--- config.mk ---
export PLATFORM = sky130hd
export DESIGN_NAME = regfile_arbiter
export DESIGN_NICKNAME = d
export VERILOG_FILES = /design/src/rtl/regfile_arbiter.sv
export SDC_FILE = /design/constraint.sdc
export NUM_CORES = 1
export LEC_CHECK = 0
export BUFFER_PORTS_ARGS = -buffer_cell sky130_fd_sc_hd__buf_2
export CAP_MARGIN = 20
export CORE_MARGIN = 2
export CORE_UTILIZATION = 48
export CTS_BUF_LIST = sky130_fd_sc_hd__clkbuf_4 sky130_fd_sc_hd__clkbuf_8
export DETAILED_ROUTE_END_ITERATION = 8
export PLACE_DENSITY = 0.91
export SYNTH_ARGS = -nofsm -noshare
export SYNTH_HDL_FRONTEND = slang
export SYNTH_SLANG_ARGS = --single-unit
export TNS_END_PERCENT = 20
--- constraint.sdc ---
create_clock -name Clk -period 2.25 [get_ports Clk]
set_clock_uncertainty 0.1 [all_clocks]
set_input_delay 0.225 -clock Clk [delete_from_list [all_inputs] [get_ports Clk]]
set_output_delay 0.225 -clock Clk [all_outputs]
set_load 0.05 [all_outputs]
--- src/rtl/regfile_arbiter.sv ---
// -----------------------------------------------------------------------------
// regfile_arbiter
//
// Shares one synchronous register file between two requesters. Each requester
// issues single-word read/write commands over a Req/Gnt handshake; a
// round-robin pointer resolves simultaneous requests. One command is in flight
// at a time:
//   IDLE   -> sample requests, latch the winner's command, pulse its Gnt
//   ACCESS -> strobes (CS plus WE or RD) high for exactly this one cycle
//   WAIT   -> reads only: wait RD_LAT cycles, then capture MemDataOut and
//             pulse the owner's Rvalid
//
// Ports
//   Clk, Rst_n             clock (rising edge), asynchronous active-low reset
//   Req0/1, Wr0/1          command request and direction (1 = write)
//   Addr0/1, Wdata0/1      command address and write data
//   Gnt0/1                 one-cycle pulse: command accepted
//   Rvalid0/1, Rdata0/1    one-cycle read-valid pulse, read data (held)
//   MemCS/WE/RD            register file strobes
//   MemAddr, MemDataIn     register file address and write data
//   MemDataOut             register file read data
//
// Every output comes straight from a flop; there is no combinational path
// from any input to any output.
// -----------------------------------------------------------------------------
module regfile_arbiter #(
    parameter int DATA_W = 8,
    parameter int ADDR_W = 8,
    parameter int RD_LAT = 1     // legal range 1..4
) (
    input  logic              Clk,
    input  logic              Rst_n,
    input  logic              Req0,
    input  logic              Req1,
    input  logic              Wr0,
    input  logic              Wr1,
    input  logic [ADDR_W-1:0] Addr0,
    input  logic [ADDR_W-1:0] Addr1,
    input  logic [DATA_W-1:0] Wdata0,
    input  logic [DATA_W-1:0] Wdata1,
    output logic              Gnt0,
    output logic              Gnt1,
    output logic              Rvalid0,
    output logic              Rvalid1,
    output logic [DATA_W-1:0] Rdata0,
    output logic [DATA_W-1:0] Rdata1,
    output logic              MemCS,
    output logic              MemWE,
    output logic              MemRD,
    output logic [ADDR_W-1:0] MemAddr,
    output logic [DATA_W-1:0] MemDataIn,
    input  logic [DATA_W-1:0] MemDataOut
);

    typedef enum logic [1:0] {
        IDLE   = 2'd0,
        ACCESS = 2'd1,
        WAIT   = 2'd2
    } state_t;

    localparam logic [2:0] LAT_LOAD = 3'(RD_LAT);

    state_t     state_reg;
    logic       last_reg;    // requester granted most recently
    logic       owner_reg;   // requester that owns the command in flight
    logic [2:0] cnt_reg;     // read latency countdown

    logic any_req;
    logic pick;              // winner if a grant happens this cycle

    // Round-robin: on a tie the requester that did not win last time goes.
    always_comb begin
        any_req = Req0 | Req1;
        if (Req0 && Req1) begin
            pick = ~last_reg;
        end else if (Req1) begin
            pick = 1'b1;
        end else begin
            pick = 1'b0;
        end
    end

    always_ff @(posedge Clk or negedge Rst_n) begin
        if (!Rst_n) begin
            state_reg <= IDLE;
            last_reg  <= 1'b1;
            owner_reg <= 1'b0;
            cnt_reg   <= 3'd0;
            Gnt0      <= 1'b0;
            Gnt1      <= 1'b0;
            Rvalid0   <= 1'b0;
            Rvalid1   <= 1'b0;
            Rdata0    <= '0;
            Rdata1    <= '0;
            MemCS     <= 1'b0;
            MemWE     <= 1'b0;
            MemRD     <= 1'b0;
            MemAddr   <= '0;
            MemDataIn <= '0;
        end else begin
            // Pulses and strobes default low; only the branches below raise them.
            Gnt0    <= 1'b0;
            Gnt1    <= 1'b0;
            Rvalid0 <= 1'b0;
            Rvalid1 <= 1'b0;
            MemCS   <= 1'b0;
            MemWE   <= 1'b0;
            MemRD   <= 1'b0;

            case (state_reg)
                IDLE: begin
                    if (any_req) begin
                        last_reg  <= pick;
                        owner_reg <= pick;
                        MemCS     <= 1'b1;
                        if (pick) begin
                            Gnt1      <= 1'b1;
                            MemWE     <= Wr1;
                            MemRD     <= ~Wr1;
                            MemAddr   <= Addr1;
                            MemDataIn <= Wdata1;
                        end else begin
                            Gnt0      <= 1'b1;
                            MemWE     <= Wr0;
                            MemRD     <= ~Wr0;
                            MemAddr   <= Addr0;
                            MemDataIn <= Wdata0;
                        end
                        state_reg <= ACCESS;
                    end
                end

                ACCESS: begin
                    // MemRD still reflects the command being issued this cycle.
                    if (MemRD) begin
                        cnt_reg   <= LAT_LOAD;
                        state_reg <= WAIT;
                    end else begin
                        state_reg <= IDLE;
                    end
                end

                WAIT: begin
                    if (cnt_reg <= 3'd1) begin
                        cnt_reg <= 3'd0;
                        if (owner_reg) begin
                            Rdata1  <= MemDataOut;
                            Rvalid1 <= 1'b1;
                        end else begin
                            Rdata0  <= MemDataOut;
                            Rvalid0 <= 1'b1;
                        end
                        state_reg <= IDLE;
                    end else begin
                        cnt_reg <= cnt_reg - 3'd1;
                    end
                end

                default: begin
                    state_reg <= IDLE;
                end
            endcase
        end
    end

endmodule
* Word-level counts from Yosys, hierarchy flattened
Index checks and enable logic that the tools add are counted.
Storage, ports and cells: bits of input ports 46, memories kept 0, output and inout bits 39, ROM bits 0, logic and storage cells 66, latch bits 0, bits in writable memories 0, bits in registers 46
Cells by class: $add $sub $neg 1, multiply operators 0, bitwise operators 5, divide/modulo/power cells 0, equality and inequality tests 5, shift-type cells 0, order comparisons 1, reductions and logical operators 8, multiplexer cells 31
Operator list (count):
- $mux 1 | 22
- $mux 8 | 2
- $mux 2 | 3
- $mux 3 | 2
- $ne 2x2->1 const B | 3
- $pmux 2 s3 | 1
- $pmux 3 s2 | 1
- $reduce_and 2->1 | 3
- $reduce_and 3->1 | 2
- $not 1->1 | 4
- $le 3x1->1 const B | 1
- $sub 3x1->3 const B | 1
- $eq 2x1->1 const B | 1
- $eq 2x2->1 const B | 1
- $logic_not 2->1 | 1
- $reduce_bool 2->1 | 1
- $logic_and 1x1->1 | 1
- $or 1x1->1 | 1

* Depth between registers and ports, before layout
Gate-level depths: netlist (run 1).
word-level depth 5, mapped depth 6, gate-level depth less buffers 6

* Worst setup path after synthesis (run 1)
OpenSTA, ideal clock, no wires.
path type register to register, start register cnt_reg[1], end register Rdata0[0], arrival 1.578 ns, data required time 2.025 ns, stages on the path, launching flop included 6, slack 0.447 ns, buffers on the path 0, setup time 0.125 ns, clock period less this slack 1.803 ns, cell sequence dfrtp_1 inv_1 ha_1 o21ba_2 nor4_4 mux2_2
On the way: longest elaborated chain between the ends 2
Ends and longest elaborated chain:
- from (decl) | RTL line 66 | logic [2:0] cnt_reg;
- from (signal assigned) | RTL line 155 | cnt_reg <= cnt_reg - 3'd1;
- $le 3x1->1 | RTL line 144 | if (cnt_reg <= 3'd1) begin
- $reduce_and 3->1 (no line)
- to (signal assigned) | RTL line 150 | Rdata0 <= MemDataOut;
- to (decl) | RTL line 45 | output logic [DATA_W-1:0] Rdata0,
No other way between the ends. A chain may end at the register's enable or synchronous reset.

* Worst setup path in the final report (run 1)
start register cnt_reg[1], end register Rdata0[2]
Same word-level chain as after synthesis.

==> impl_metrics.env, run 1 <==
export IMPL_grt_busiest_layer="met2"
export IMPL_grt_max_degree=32
export IMPL_die_x_um=66.6
export IMPL_syn_area_mm2=0.00188
export IMPL_max_stage_delay_ps=510
export IMPL_wl_per_cell_um=14.5
export IMPL_cp_slowest_cell="nor4_4"
export IMPL_layout_commonest_cell="buf_2"
export IMPL_met2_usage_pct=34.4
export IMPL_first_pass_iters=4
export IMPL_layout_drive_gt1_share_pct=51.8
export IMPL_row_count=22
export IMPL_cts_tree="yes"
export IMPL_worst_setup_path_end_kind="register"
export IMPL_wl_um=3990
export IMPL_antenna_found_initial=0
export IMPL_p_per_area_mw_per_mm2=1720
export IMPL_status="finished clean"
export IMPL_r2r_start="cnt_reg[1]"
export IMPL_diodes=0
export IMPL_via_per_inst=5.25
export IMPL_fin_setup_tns_ps=0
export IMPL_dieHeight_um=66.6
export IMPL_grt_pass1_vias=1480
export IMPL_seq_area_frac_synth_pct=61.4
export IMPL_cts_setup_buffers=0
export IMPL_crit_path_start_kind="register"
export IMPL_hp_start="Wdata0[0]"
export IMPL_cp_cell_sequence="inv_1 -> ha_1 -> o21ba_2 -> nor4_4 -> mux2_2"
export IMPL_synth_top_area_cell="dfrtp_1"
export IMPL_timing_fmax_mhz=498
export IMPL_fill_cells=294
export IMPL_reg2regPathDepth=5
export IMPL_maxCapViolations=0
export IMPL_nNetsFinal=276
export IMPL_rsz0062_at_grt="no"
export IMPL_syn_area_per_cell_um2=13.8
export IMPL_period_needed_ps=2010
export IMPL_synth_area_leaders="dfrtp_1 60%, mux2_2 9.6%, a221o_1 8.5%"
export IMPL_cts_made_buffers=5
export IMPL_drc=0
export IMPL_grt_pass1_wl_um=6590
export IMPL_cts_reportedPaths_clkPinSlew_ps=80
export IMPL_insertion_delay_ps=290
export IMPL_setup_viol=0
export IMPL_mostFrequentLayoutCells="84 x buf_2, 45 x dfrtp_1, 17 x and3_1"
export IMPL_clock_sinks=46
export IMPL_grt_remaining_overflow=0
export IMPL_max_slew_margin_pct=55.0
export IMPL_postLayoutCoreUtil_pct=66.5
export IMPL_io_pins=85
export IMPL_arrival_ps=2090
export IMPL_worstPathRequired_ps=2330
export IMPL_setup_worst_path_start="cnt_reg[1]"
export IMPL_grt_use_met3_pct=5.07
export IMPL_total_power_mw=4.24
export IMPL_place_inst=268
export IMPL_fin_ws_ps=242
export IMPL_ys_ff_latch=46
export IMPL_synth_cell_types=29
export IMPL_grt_use_total_pct=20.1
export IMPL_p_leak_nw=1.32
export IMPL_use_met1_pct=24.5
export IMPL_portBuffers=84
export IMPL_dr_total_vias=1450
export IMPL_syn_to_final_growth_pct=31.6
export IMPL_place_ws_ps=220
export IMPL_whs_path_depth=2
export IMPL_synth_cells=136
export IMPL_cts_resized=0
export IMPL_netlist_area_leader_share_pct=60.0
export IMPL_fin_crit_sh_pct=89.3
export IMPL_stdcell_count=276
export IMPL_hold_class="input pin to register"
export IMPL_critical_path_class="register to register"
export IMPL_ir_drop_mv=0.932
export IMPL_initial_core_util_pct=50.5
export IMPL_yosys_warnings=0
export IMPL_drt_iter0_drc=89
export IMPL_worst_pin_slew_ps=675
export IMPL_htreeDepth=2
export IMPL_dieArea_mm2=0.00443
export IMPL_clockBufferDepth=2
export IMPL_crit_path_max_fanout=9
export IMPL_clockRootBuffer="clkbuf_8"
export IMPL_slew_viol_final=0
export IMPL_dp_hpwl_um=3040
export IMPL_gp_congestion=0.734
export IMPL_design_core_area_mm2=0.00372
export IMPL_hold_viol=0
export IMPL_detail_route_antenna_nets=0
export IMPL_syn_nets=184
==> stage by stage <==
stage / instance area, um2 / hold slack (ps)
2_1_floorplan: 1880 / -171
3_3_place_gp: 2380 / 191
3_5_place_dp: 2380 / 191
4_1_cts: 2470 / 47.0
5_1_grt: 2470 / 50.6
6_report: 2470 / 56.3
==> repair_timing <==
action / CTS / global route
endpoints found under the setup margin: 0 / 0
hold buffers: 1 / 0
endpoints found under the hold margin: 29 / 0
==> power breakdown <==
| group | switching (mW) | internal (mW) | leakage (nW) |
|---|---|---|---|
| registers | 0.240 | 1.20 | 0.571 |
| clock network | 0.249 | 0.225 | 0.0407 |
| logic | 1.63 | 0.693 | 0.714 |
==> synth_stat cells (all sizes together) <==
cell type  count
a21boi         3
a21o           2
a221o         16
a221oi         1
a32o           1
and2           2
and3          17
buf            2
clkbuf         4
dfrtp         45
dfstp          1
ha             2
inv            6
mux2          16
mux2i          1
nand2b         2
nand3          1
nand3b         1
nor2           3
nor2b          1
nor3b          1
nor4           1
o21ai          3
o21ba          1
o21bai         1
o2bb2ai        1
o31ai          1
==> critical path, delay by kind of cell (launching register included) <==
| kind | cells | cell delay, ps |
|---|---|---|
| AO/OA/AOI/OAI | 1 | 190 |
| adder cells (fa/ha/maj) | 1 | 160 |
| buffers and inverters | 1 | 100 |
| flip-flops | 1 | 430 |
| multiplexers | 1 | 410 |
| AND/OR/NAND/NOR | 1 | 510 |
==> cell families after synthesis <==
group	Yosys count	share of synthesized area [%]
adder cells (fa/ha/maj)	2	1.33
buffers and inverters	12	2.53
flip-flops	46	61.4
AO/OA/AOI/OAI	30	14.1
AND/OR/NAND/NOR	29	10.5
multiplexers	17	10.1
==> area by class of cell <==
type                    count  area, um2  area share, %
flip-flops and latches     46       1150           46.6
multi-input cells          78        678           27.4
repair buffers             91        475           19.2
clock buffers               6       76.3           3.09
well taps                  48       60.1           2.43
inverters                   6       22.5          0.911
clock inverters             1       7.51          0.304
==> per-layer routing <==
metal	wire length [um]	share of wire, %	vias to the layer above
met3	350	8.8	5
met5	0	0	-
met1	1700	42	681
met4	52	1.3	0
met2	1890	47	78
li1	-	-	686
==> worst paths after layout <==
path	to	slack, ps
max	Rdata0[2]	240
min	MemDataIn[0]	60
max reg2reg	Rdata0[2]	240
min reg2reg	Rdata1[2]	410
max in group asynchronous	last_reg	980
min in group asynchronous	cnt_reg[2]	420
No activity file was read; power rests on OpenSTA's default activity.
==> run 2: changes to the inputs <==
--- a/config.mk
+++ b/config.mk
@@ -5,10 +5,12 @@
 export SDC_FILE = /design/constraint.sdc
 export NUM_CORES = 1
 export LEC_CHECK = 0
+export ABC_AREA = 1
 export BUFFER_PORTS_ARGS = -buffer_cell sky130_fd_sc_hd__buf_2
 export CAP_MARGIN = 20
+export CORE_ASPECT_RATIO = 0.75
 export CORE_MARGIN = 2
-export CORE_UTILIZATION = 48
+export CORE_UTILIZATION = 49
 export CTS_BUF_LIST = sky130_fd_sc_hd__clkbuf_4 sky130_fd_sc_hd__clkbuf_8
 export DETAILED_ROUTE_END_ITERATION = 8
 export PLACE_DENSITY = 0.91
==> run 2 against run 1 <==
Critical path depth grew 2. Register-to-register slack gained 330 ps. Combinational power grew 4%. Cell count grew 43%. Worst hold slack gained 28 ps. Utilization shrank 1.5 points. Global-route usage grew 3.8 points. Synthesized cell count grew 85%. Die area grew 7.3%. Critical path type unchanged. Critical endpoint unchanged. Clock-buffer cell count grew 1.
==> impl_metrics.env, run 2 <==
export IMPL_status="finished clean"
export IMPL_multi_input_area_um2=796
export IMPL_diodes=0
export IMPL_first_pass_iters=4
export IMPL_synth_area_leaders="dfrtp_1 55%, nand2_1 25%, nand4_1 4.9%"
export IMPL_grt_pass1_wl_um=8660
export IMPL_portBuffers=84
export IMPL_cts_tree="yes"
export IMPL_dieArea_mm2=0.00475
export IMPL_hp_start="MemDataOut[4]"
export IMPL_whs_path_depth=3
export IMPL_timing_fmax_mhz=597
export IMPL_crit_cells=7
export IMPL_drc=0
export IMPL_detail_route_antenna_nets=0
export IMPL_layout_drive_gt1_share_pct=32.1
export IMPL_synth_cells=251
export IMPL_cp_cell_sequence="inv_1 -> ha_1 -> nand2_1 -> nand2_2 -> nand3_2 -> nand2_1 -> nand2_1"
export IMPL_grt_use_total_pct=23.9
export IMPL_crit_path_max_fanout=18
export IMPL_clockRootBuffer="clkbuf_8"
export IMPL_slew_viol_final=0
export IMPL_stdcell_count=395
export IMPL_wl_per_cell_um=12.7
export IMPL_final_area_mm2=0.00264
export IMPL_ir_drop_mv=1.01
export IMPL_place_inst=386
export IMPL_clockBufferDepth=2
export IMPL_r2r_start="cnt_reg[1]"
export IMPL_max_stage_delay_ps=420
export IMPL_initial_core_util_pct=50.9
export IMPL_design_core_area_mm2=0.00405
export IMPL_worstPathRequired_ps=2360
export IMPL_yosys_warnings=0
export IMPL_fin_crit_sh_pct=74.4
export IMPL_reg2regPathDepth=7
export IMPL_gp_congestion=0.853
export IMPL_reg2reg_to="Rdata0[2]"
export IMPL_syn_nets=299
export IMPL_p_per_area_mw_per_mm2=1670
export IMPL_die_x_um=78.9
export IMPL_cp_top_family="simple AND/OR/NAND/NOR gates"
export IMPL_wl_um=5010
export IMPL_io_pins=85
export IMPL_drt_iter0_drc=58
export IMPL_worst_pin_slew_ps=590
export IMPL_syn_area_per_cell_um2=8.22
export IMPL_postLayoutCoreUtil_pct=65.0
export IMPL_rsz0062_at_grt="no"
export IMPL_dr_total_vias=1938
export IMPL_yosysMostFrequentCell="nand2_1"
export IMPL_seq_area_frac_synth_pct=55.9
export IMPL_rrSetupSlack_ps=580
export IMPL_ys_ff_latch=46
export IMPL_period_needed_ps=1670
export IMPL_grt_remaining_overflow=0
export IMPL_dieHeight_um=60.2
export IMPL_arrival_ps=1780
export IMPL_htreeDepth=2
export IMPL_max_slew_margin_pct=60.7
export IMPL_grt_max_degree=29
export IMPL_setup_viol=0
export IMPL_synth_cell_types=23
export IMPL_insertion_delay_ps=310
export IMPL_nNetsFinal=387
export IMPL_cp_slowest_cell="dfrtp_1"
export IMPL_p_leak_nw=1.56
export IMPL_layout_commonest_cell="nand2_1"
export IMPL_row_count=20
export IMPL_post_dp_cell_area_mm2=0.00253
export IMPL_fill_cells=354
export IMPL_mostFrequentLayoutCells="139 x nand2_1, 84 x buf_2, 45 x dfrtp_1"
export IMPL_dp_hpwl_um=3610
export IMPL_clock_sinks=46
export IMPL_synth_main_ff_cell="dfrtp_1"
export IMPL_antenna_found_initial=0
export IMPL_critPathCapture="Rdata0[2]"
export IMPL_synth_top_area_cell="dfrtp_1"
export IMPL_maxCapViolations=0
export IMPL_crit_path_start_kind="register"
export IMPL_synth_edff_count=0
export IMPL_cts_reportedPaths_clkPinSlew_ps=90
export IMPL_async_flop_share_pct=100
export IMPL_grt_pass1_vias=1961
export IMPL_worst_setup_path_end_kind="register"
export IMPL_critical_path_class="register to register"
export IMPL_cts_made_buffers=5
export IMPL_cts_setup_buffers=0
export IMPL_synth_commonest_cells="139 x nand2_1, 45 x dfrtp_1, 16 x nand4_1, 10 x inv_1"
export IMPL_critPathBufInv=1
export IMPL_setup_worst_path_start="cnt_reg[1]"
export IMPL_netlist_area_leader_share_pct=54.6
export IMPL_hold_class="input pin to register"
export IMPL_hold_viol=0
export IMPL_fin_setup_tns_ps=0
export IMPL_ff_latch_area_mm2=0.00115
export IMPL_syn_to_final_growth_pct=27.8
export IMPL_via_per_inst=4.91
export IMPL_syn_area_mm2=0.00206
export IMPL_critPathMostFrequentCell="nand2_1"
-- run 2: cell count changes in the layout (fill, tap and decap cells not counted), moves of 3 or more --
cell	delta
nand2_1	+139
nand2_2	+3
inv_1	+4
mux2_2	-16
nand4_1	+16
and3_1	-17
inv_2	+4
nor2_1	+3
nand3_1	+4
a221o_1	-16
-- run 2: routing by layer --
metal	global-route usage, %	vias to the layer above	part of all wire, %
met1	30.1	909	46
met3	4.83	13	4.6
met4	11.6	0	2.7
li1	-	961	-
met5	0	-	0
met2	40.4	55	47
-- run 2: logic make-up after synthesis --
kind of cell | count (synthesis) | synth area share, %
AOI/OAI and AO/OA | 6 | 1.58
adders and majority gates | 2 | 1.21
and+or+nand+nor | 173 | 35.4
DFF | 46 | 55.9
buffers and inverters | 23 | 5.58
xor gates and xnor gates | 1 | 0.425
-- run 2: cell type report --
type / instances / share of cell area, %
timing repair buffer: 90 / 17.8
clock inverter: 1 / 0.332
tap: 55 / 2.61
multi-input combinational: 182 / 30.2
sequential: 46 / 43.7
clock buffer: 7 / 3.42
inverter: 14 / 1.99
-- run 2: worst min-delay path by stage --
stage	to	slack, ps
2_1_floorplan	Gnt0	-170
3_5_place_dp	MemAddr[3]	160
6_report	Rdata0[4]	80
4_1_cts	Rdata0[4]	80
5_1_grt	Rdata1[3]	90
3_3_place_gp	MemAddr[3]	150
-- run 2: metrics by stage --
stage / setup slack, ps / total power, mW / hold WS (ps)
after floorplan: 924 / 3.29 / -171
after detailed placement: 615 / 3.84 / 164
final: 575 / 4.40 / 84.3
after CTS: 600 / 4.41 / 83.5
after global placement: 736 / 3.76 / 152
after global routing: 430 / 4.67 / 88.4
-- run 2: power by group --
group,switching (mW),internal (mW)
Clock,0.283,0.266
Sequential,0.237,1.20
Combinational,1.89,0.530
Total,2.41,1.99
-- run 2: what timing repair did --
action                    in CTS  in global routing
gates resized for setup        0                  0
hold endpoints to repair      25                  0
hold buffers                   1                  0
-- run 2: worst reg2reg max path, delay by kind of cell (launching register included) --
family	cells	cell delay, ps
simple gates	5	790
flops	1	420
fa+ha+maj	1	160
buf+inv	1	90
